**src/rtl/scr_pkg.sv**
```systemverilog
// scr_pkg: screen character RAM layout constants, control codes and writer state
package scr_pkg;
  localparam int SCR_ROWS = 24;
  localparam int SCR_COLS = 32;
  localparam int SCR_BLK_SIZE = SCR_ROWS * SCR_COLS;
  localparam logic [7:0] CH_NL = 8'h0A;
  localparam logic [7:0] CH_CLR = 8'h0C;
  localparam logic [7:0] CH_BS = 8'h08;
  typedef enum logic {IDLE, CLEAR} state_e;
endpackage

```
**src/rtl/scr_addr_calc.sv**
```systemverilog
// scr_addr_calc: column-major cell address, screen*ROWS*COLS + x*ROWS + y
module scr_addr_calc #(
  parameter int ROWS = 24,
  parameter int COLS = 32
) (
  input  logic [3:0]  screen_i,
  input  logic [4:0]  x_i,
  input  logic [4:0]  y_i,
  output logic [13:0] addr_o
);
  assign addr_o = 14'(screen_i) * 14'(ROWS * COLS) + 14'(x_i) * 14'(ROWS) + 14'(y_i);
endmodule

```
**src/rtl/screen_char_writer.sv**
```systemverilog
// screen_char_writer: cursor-driven character RAM writer with clear-screen; SCR_WRITER_BACKSPACE_EN enables 8'h08 backspace
module screen_char_writer #(
  parameter int SCR_ROWS = 24,
  parameter int SCR_COLS = 32,
  parameter logic [7:0] CLEAR_CHAR = 8'h20
) (
  input  logic        clk,
  input  logic        rst_n,
  input  logic [3:0]  screen,
  input  logic        in_valid,
  input  logic [7:0]  in_char,
  output logic        in_ready,
  output logic        wr_en,
  output logic [13:0] wr_addr,
  output logic [7:0]  wr_data,
  output logic [4:0]  cursor_x,
  output logic [4:0]  cursor_y,
  output logic        busy
);
  import scr_pkg::*;
  localparam int BLK = SCR_ROWS * SCR_COLS;
  localparam logic [4:0] YMAX = 5'(SCR_ROWS - 1);
  localparam logic [4:0] XMAX = 5'(SCR_COLS - 1);
  state_e state_q;
  logic [4:0] x_q, y_q, nx, ny, px, py, cx, cy;
  logic [3:0] scr_q;
  logic [9:0] cnt_q;
  logic [13:0] cell_addr, base_addr, wr_addr_q;
  logic [7:0] wr_data_q;
  logic wr_en_q, in_ready_q, busy_q, accept, is_bs;
`ifdef SCR_WRITER_BACKSPACE_EN
  assign is_bs = in_char == CH_BS;
`else
  assign is_bs = 1'b0;
`endif
  assign accept = in_valid && in_ready_q;
  assign ny = y_q == YMAX ? 5'd0 : y_q + 5'd1;
  assign nx = y_q != YMAX ? x_q : x_q == XMAX ? 5'd0 : x_q + 5'd1;
  assign py = y_q == 5'd0 ? YMAX : y_q - 5'd1;
  assign px = y_q != 5'd0 ? x_q : x_q == 5'd0 ? XMAX : x_q - 5'd1;
  assign cx = is_bs ? px : x_q;
  assign cy = is_bs ? py : y_q;
  scr_addr_calc #(.ROWS(SCR_ROWS), .COLS(SCR_COLS)) u_cell (
    .screen_i(screen), .x_i(cx), .y_i(cy), .addr_o(cell_addr)
  );
  scr_addr_calc #(.ROWS(SCR_ROWS), .COLS(SCR_COLS)) u_base (
    .screen_i(state_q == CLEAR ? scr_q : screen), .x_i(5'd0), .y_i(5'd0), .addr_o(base_addr)
  );
  // Writer FSM: cursor moves and one write per printable code, linear sweep during clear
  always_ff @(posedge clk) begin
    if (!rst_n) begin
      state_q <= IDLE;
      x_q <= '0;
      y_q <= '0;
      scr_q <= '0;
      cnt_q <= '0;
      wr_en_q <= 1'b0;
      wr_addr_q <= '0;
      wr_data_q <= '0;
      in_ready_q <= 1'b0;
      busy_q <= 1'b0;
    end else if (state_q == CLEAR) begin
      wr_en_q <= cnt_q != 10'(BLK);
      wr_addr_q <= base_addr + 14'(cnt_q);
      cnt_q <= cnt_q + 10'd1;
      if (cnt_q == 10'(BLK)) begin
        state_q <= IDLE;
        in_ready_q <= 1'b1;
        busy_q <= 1'b0;
        x_q <= '0;
        y_q <= '0;
      end
    end else begin
      in_ready_q <= 1'b1;
      wr_en_q <= accept && in_char != CH_NL;
      if (accept && in_char == CH_CLR) begin
        state_q <= CLEAR;
        scr_q <= screen;
        cnt_q <= 10'd1;
        in_ready_q <= 1'b0;
        busy_q <= 1'b1;
        wr_addr_q <= base_addr;
        wr_data_q <= CLEAR_CHAR;
      end else if (accept && in_char == CH_NL) begin
        y_q <= ny;
      end else if (accept) begin
        wr_addr_q <= cell_addr;
        wr_data_q <= is_bs ? CLEAR_CHAR : in_char;
        x_q <= is_bs ? px : nx;
        y_q <= is_bs ? py : ny;
      end
    end
  end
  assign in_ready = in_ready_q;
  assign wr_en = wr_en_q;
  assign wr_addr = wr_addr_q;
  assign wr_data = wr_data_q;
  assign cursor_x = x_q;
  assign cursor_y = y_q;
  assign busy = busy_q;
endmodule

```
**config.mk**
```make
export PLATFORM = sky130hd
export DESIGN_NAME = screen_char_writer
export DESIGN_NICKNAME = d
export VERILOG_FILES = /design/src/rtl/scr_pkg.sv /design/src/rtl/scr_addr_calc.sv /design/src/rtl/screen_char_writer.sv
export SDC_FILE = /design/constraint.sdc
export NUM_CORES = 1
export LEC_CHECK = 0
export ABC_CLOCK_PERIOD_IN_PS = 6250
export CAP_MARGIN = 40
export CORE_MARGIN = 10
export CORE_UTILIZATION = 40
export CTS_BUF_LIST = sky130_fd_sc_hd__clkbuf_8
export DETAILED_ROUTE_END_ITERATION = 7
export GPL_ROUTABILITY_DRIVEN = 1
export PLACE_DENSITY_LB_ADDON = 0.12
export SETUP_SLACK_MARGIN = 0.4
export SYNTH_ARGS = -nofsm -noshare
export SYNTH_HDL_FRONTEND = slang
export SYNTH_SLANG_ARGS = --single-unit
```
**constraint.sdc**
```tcl
create_clock -name clk -period 6.25 [get_ports clk]
set_input_delay 0.625 -clock clk [delete_from_list [all_inputs] [get_ports clk]]
set_output_delay 0.625 -clock clk [all_outputs]
set_load 0.005 [all_outputs]
```
# Yosys cells after proc, flatten, opt, wreduce, memory -nomap -nowiden

Index checks and enable logic that the tools add are counted.

Bits in registers: 50
Bits of input ports: 15
Output and inout bits: 35
Logic and storage cells: 81

$add $sub $neg: 6
Multipliers: 3
Equality and inequality tests: 14
Multiplexer cells: 32
Bitwise operators: 1
Reduce and logical (&&, ||, !) cells: 15

Operators with widths:

| cell                    | count |
|---|---|
| $mux W5                 | 12 |
| $mux W14                | 4 |
| $add A14 B10 Y14        | 2 |
| $mux W8                 | 3 |
| $mux W10                | 2 |
| $eq A8 B4 Y1 const B    | 2 |
| $add A14 B5 Y14         | 1 |
| $mul A4 B2 Y6 const B   | 2 |
| $add A10 B1 Y10 const B | 1 |
| $add A5 B1 Y5 const B   | 2 |
| $eq A10 B10 Y1 const B  | 1 |
| $eq A5 B5 Y1 const B    | 2 |
| $mux W1                 | 10 |
| $ne A10 B10 Y1 const B  | 1 |
| $ne A2 B2 Y1 const B    | 4 |
| $ne A8 B4 Y1 const B    | 1 |
| $mul A5 B2 Y7 const B   | 1 |
| $reduce_and A2 Y1       | 3 |
| $reduce_and A3 Y1       | 2 |
| $reduce_bool A2 Y1      | 3 |
| $reduce_bool A3 Y1      | 2 |
| $ne A5 B5 Y1 const B    | 1 |
| $reduce_and A5 Y1       | 1 |
| $logic_and A1 B1 Y1     | 4 |
| 4 further kinds         | 4 |

# Depth between registers and ports, before layout

Depth in word-level cells: 7
Mapped depth: 14
Depth with buffers taken out: 11

# Modules after synthesis

Synthesis repeated with hierarchy kept, for this count alone.

Cell total of the unflattened synthesis: 511
Area total of the unflattened synthesis: 4264.1 um^2

By module, submodules not included:

| module             | instances | cells an instance | area an instance (um^2) |
|---|---|---|---|
| screen_char_writer | 1         | 361               | 3017.9 |
| scr_addr_calc      | 2         | 75                | 623.1 |

# Worst setup path before layout

Ideal clock, no wire load.

Kind: flip-flop to flip-flop
Start: register state_q
End: register wr_addr_q[11] (netlist: wr_addr[11])
Setup time: 0.115 ns
Arrival time: 2.974 ns
Required time: 6.135 ns
Setup slack: 3.161 ns
Cell stages (with the launch flop): 13
Buffers on the path: 3
Cells stage by stage: dfxtp_1 > buf_4 > buf_1 > clkbuf_1 > mux2_2 > ha_1 > inv_1 > fa_1 > nor2_1 > xor2_1 > a221o_1 > o221ai_1 > o21ba_1

Cells in the longest elaborated chain, start to end: 4
Elaborated cells on any way between the ends: 8

RTL lines:

| element                                             | line                                               | RTL |
|---|---|---|
| start, declared                                     | screen_char_writer.sv:24                           | `state_e state_q;` |
| start signal, assigned                              | screen_char_writer.sv:52                           | `state_q <= IDLE;` |
| start signal, assigned                              | screen_char_writer.sv:67                           | `state_q <= IDLE;` |
| start signal, assigned                              | screen_char_writer.sv:77                           | `state_q <= CLEAR;` |
| $mux W4                                             | screen_char_writer.sv:47                           | `.screen_i(state_q == CLEAR ? scr_q : screen), .x_i(5'd0), .y_i(5'd0), .addr_o(base_addr)` |
| $mul A4 B2 Y6                                       | scr_addr_calc.sv:11                                | `assign addr_o = 14'(screen_i) * 14'(ROWS * COLS) + 14'(x_i) * 14'(ROWS) + 14'(y_i);` |
| $add A14 B10 Y14 / $mux W14 (equally long branches) | screen_char_writer.sv:64, screen_char_writer.sv:76 |  |
| $mux W14                                            | screen_char_writer.sv:62                           | `end else if (state_q == CLEAR) begin` |
| end signal, assigned                                | screen_char_writer.sv:64                           | `wr_addr_q <= base_addr + 14'(cnt_q);` |
| end signal, assigned                                | screen_char_writer.sv:82                           | `wr_addr_q <= base_addr;` |
| end signal, assigned                                | screen_char_writer.sv:87                           | `wr_addr_q <= cell_addr;` |
| end, declared                                       | screen_char_writer.sv:28                           | `logic [13:0] cell_addr, base_addr, wr_addr_q;` |

Several ways; a longest one is shown, not always the timed one.
A chain may end at the register's enable or synchronous reset.

# Final worst setup path

Start: input port screen[1]
End: register wr_addr_q[11] (netlist: wr_addr[11])

Cells in the longest elaborated chain, start to end: 7
Elaborated cells on any way between the ends: 10

RTL lines:

| element          | line                     | RTL |
|---|---|---|
| start, declared  | screen_char_writer.sv:9  | `input logic [3:0] screen,` |
| $mul A4 B2 Y6    | scr_addr_calc.sv:11      |  |
| $add A14 B10 Y14 | scr_addr_calc.sv:11      |  |
| $add A14 B5 Y14  | scr_addr_calc.sv:11      |  |
| $mux W14         | screen_char_writer.sv:86 | `end else if (accept) begin` |
| $mux W14         | screen_char_writer.sv:84 | `end else if (accept && in_char == CH_NL) begin` |
| $mux W14         | screen_char_writer.sv:76 | `if (accept && in_char == CH_CLR) begin` |
| $mux W14 (*)     | screen_char_writer.sv:62 |  |

Every way passes the cells marked *; elsewhere a longest branch is shown, timed or not. The select of a mux whose other input is x is not followed.

==> impl_metrics.toml <==
[status]
status = "completed"

[timing]
setup_violations = 0
relSlewSlack_pct = 47.6
rsz0062_at_grt = "no"
fin_worst_skew_ps = 12.2
whs_ps = 468
tns_ps = 0
period_share_pct = 49.3
slew_viol_final = 0
finalHoldViolCount = 0
clock.fmax_mhz = 324
fin_crit_ps = 3080
tightest_slew_ps = 776

[cts]
clk_latency_ps = 310
cts.clk_slew.worst_paths_ps = 100
cts-buffers-inserted = 5
cts_root_buf = "clkbuf_8"
clock-sinks = 50
post_cts_buffers = 0
cts_tree = "yes"
ctsResizeCount = 0
cts.hold.buffers_added = 0
h-tree-depth = 2
clock_path_buffers = 2

[floorplan]
fp-row-count = 32
die_h_um = 110
core-area_um2 = 7770
dieWidth_um = 110
io_pins = 50
initial_utilization_pct = 41.5
dieArea_um2 = 12000

[final_layout]
nets = 465
drive_gt1_share_pct = 6.41
fill_cells = 772
fin_util_pct = 50.4
multi_input_area_um2 = 2090
area_delta_synth_final_pct = 21.4
regArea_um2 = 1000
antenna_cells = 0

[synth]
synth_area_um2 = 3220
synthCells = 376
ys_top_cells_by_area = "dfxtp_1 (31%), ha_1 (9.3%), nand2_1 (4.3%)"
synthMostInstantiatedCell = "dfxtp_1"
yosysTopAreaCellShare_pct = 31.1
seq_area_frac_synth_pct = 31.1
synth_top_cell_by_area = "dfxtp_1"
async_reset_ff_share_pct = 0
yosysUniqueCellTypes = 70
yosys-top-cells-count = "dfxtp_1 (50), nand2_1 (37), o21ai_0 (26), ha_1 (24), a21oi_1 (23)"
synth_fp_nets = 420
avgSynthCellArea_um2 = 8.57
ys_seq_elements = 50
ys_warn_count = 0
synth_edf_count = 0
ys.flop_type = "dfxtp_1"

[critical_path]
cp_common_cell = "inv_1"
cp.arrival_ps = 3300
crit_type = "input pin to flop"
cp-start-kind = "input pin"
cp_slowest_cell = "clkdlybuf4s50_1"
cp-end-kind = "flop"
path_cells = "clkdlybuf4s50_1, a21boi_0, inv_1, ha_1, inv_1, fa_1, nor2_1, xor2_1, a221o_1, o221ai_1, o21ba_1"
slowest_delay_ps = 490
crit_fanout = 5
cp.required_ps = 6470

[place]
numPortBuffers = 49
dp_hpwl_mm = 6.08
place.gp.congestion = 0.791

[power]
ir_drop_uv = 76.9
power_density_nw_per_um2 = 168
p_total_mw = 0.656
p_leak_nw = 1.44

[detailed_routing]
routed_wl_mm = 8.30
vias = 2863
wl_per_cell_um = 15.9
drtIter0Drc = 104
postRouteAntennaNets = 0
firstDrtPassIters = 4
via_per_inst = 5.47
drc = 0

[run]
maxCapViolCount = 0

[global_routing]
antenna_found_initial = 0
grt_max_degree = 52
track_usage_pct = 14.0
grt_remaining_overflow = 0
grt_pass1_wl_mm = 13.7
first_global_vias = 2730

[min_path]
hold_path.class = "flop to flop"
worst max-delay path: cells and delay by family:
kind	cells	cell delay, ps
compound gates	4	1020
xor+xnor	1	80
fa+ha+maj	2	680
buf+inv	3	690
simple gates	1	180
cell families after synthesis:
kind of cell,count (synthesis),share of synthesized area (%)
fa+ha+maj,29,12.4
compound gates,107,23.0
simple gates,140,24.6
flops,50,31.1
xor+xnor,12,3.26
mux,5,1.63
buf+inv,33,4.00
flip-flops by register name (all words and copies together), names as in the netlist:
register  flops
wr_addr      14
cnt_q        10
wr_data       8
cursor_x      5
cursor_y      5
scr_q         4
busy          1
in_ready      1
state_q       1
wr_en         1
power breakdown:
part | switching, mW | leakage (nW) | internal (mW) | total [mW]
clock | 0.117 | 0.0542 | 0.118 | 0.235
combinational | 0.0457 | 0.983 | 0.0459 | 0.0916
sequential | 0.00446 | 0.406 | 0.325 | 0.330
total | 0.167 | 1.44 | 0.489 | 0.656
cell type report:
class / count / share of cell area, %
clock buffer: 5 / 1.76
clock inverter: 2 / 0.992
inverter: 19 / 1.82
multi-input combinational: 293 / 53.5
sequential: 50 / 25.6
tap: 102 / 3.26
timing repair buffer: 52 / 13.1
metal layers:
metal | global-route usage (%) | part of all wire [%] | vias up
li1 | - | - | 1451
met1 | 17.5 | 45 | 1334
met2 | 23.0 | 46 | 70
met3 | 4.10 | 7.3 | 8
met4 | 3.90 | 1.2 | 0
met5 | 0 | 0 | -
placed cells by master (no fill, tap or decap), types with 2 or more instances in the layout:
cell	synthesis	routed
o21ai_0	26	26
nand2_1	37	37
a32oi_1	2	2
nand3_1	15	15
clkbuf_8	0	5
a32o_1	2	2
nor2_1	21	21
a21boi_1	2	2
xor2_1	4	4
mux2i_1	3	3
inv_1	18	18
and2_1	17	17
nor3b_1	3	3
a21oi_1	23	23
a211oi_1	2	2
clkdlybuf4s50_1	0	49
buf_4	1	3
dfxtp_1	50	50
fa_1	5	5
a21boi_0	15	15
a221oi_1	7	7
and3_1	8	8
nand4_1	5	5
nor2b_1	9	9
o21bai_1	2	2
mux2_2	2	2
o31ai_1	2	2
o2111ai_1	2	2
ha_1	24	24
nor4b_1	2	2
xnor2_1	8	8
a31oi_1	3	3
nor3_1	7	7
metrics by stage:
| stage | worst slack, ps | cell area, µm² | cells |
|---|---|---|---|
| final | 3170 | 3910 | 523 |
| after global routing | 2960 | 3910 | 523 |
| after CTS | 3150 | 3910 | 523 |
| after detailed placement | 2820 | 3800 | 516 |
| after global placement | 2940 | 3800 | 516 |
| after floorplan | 3160 | 3220 | 376 |
worst paths after layout:
path               from           to  slack, ps  cells past startpoint
max           screen[1]  wr_addr[11]       3170                     11
min          wr_data[6]   wr_data[6]        470                      2
max reg2reg     state_q  wr_addr[11]       3270                     12
min reg2reg  wr_data[6]   wr_data[6]        470                      2
Note: power is estimated with default switching activity, not from simulation.
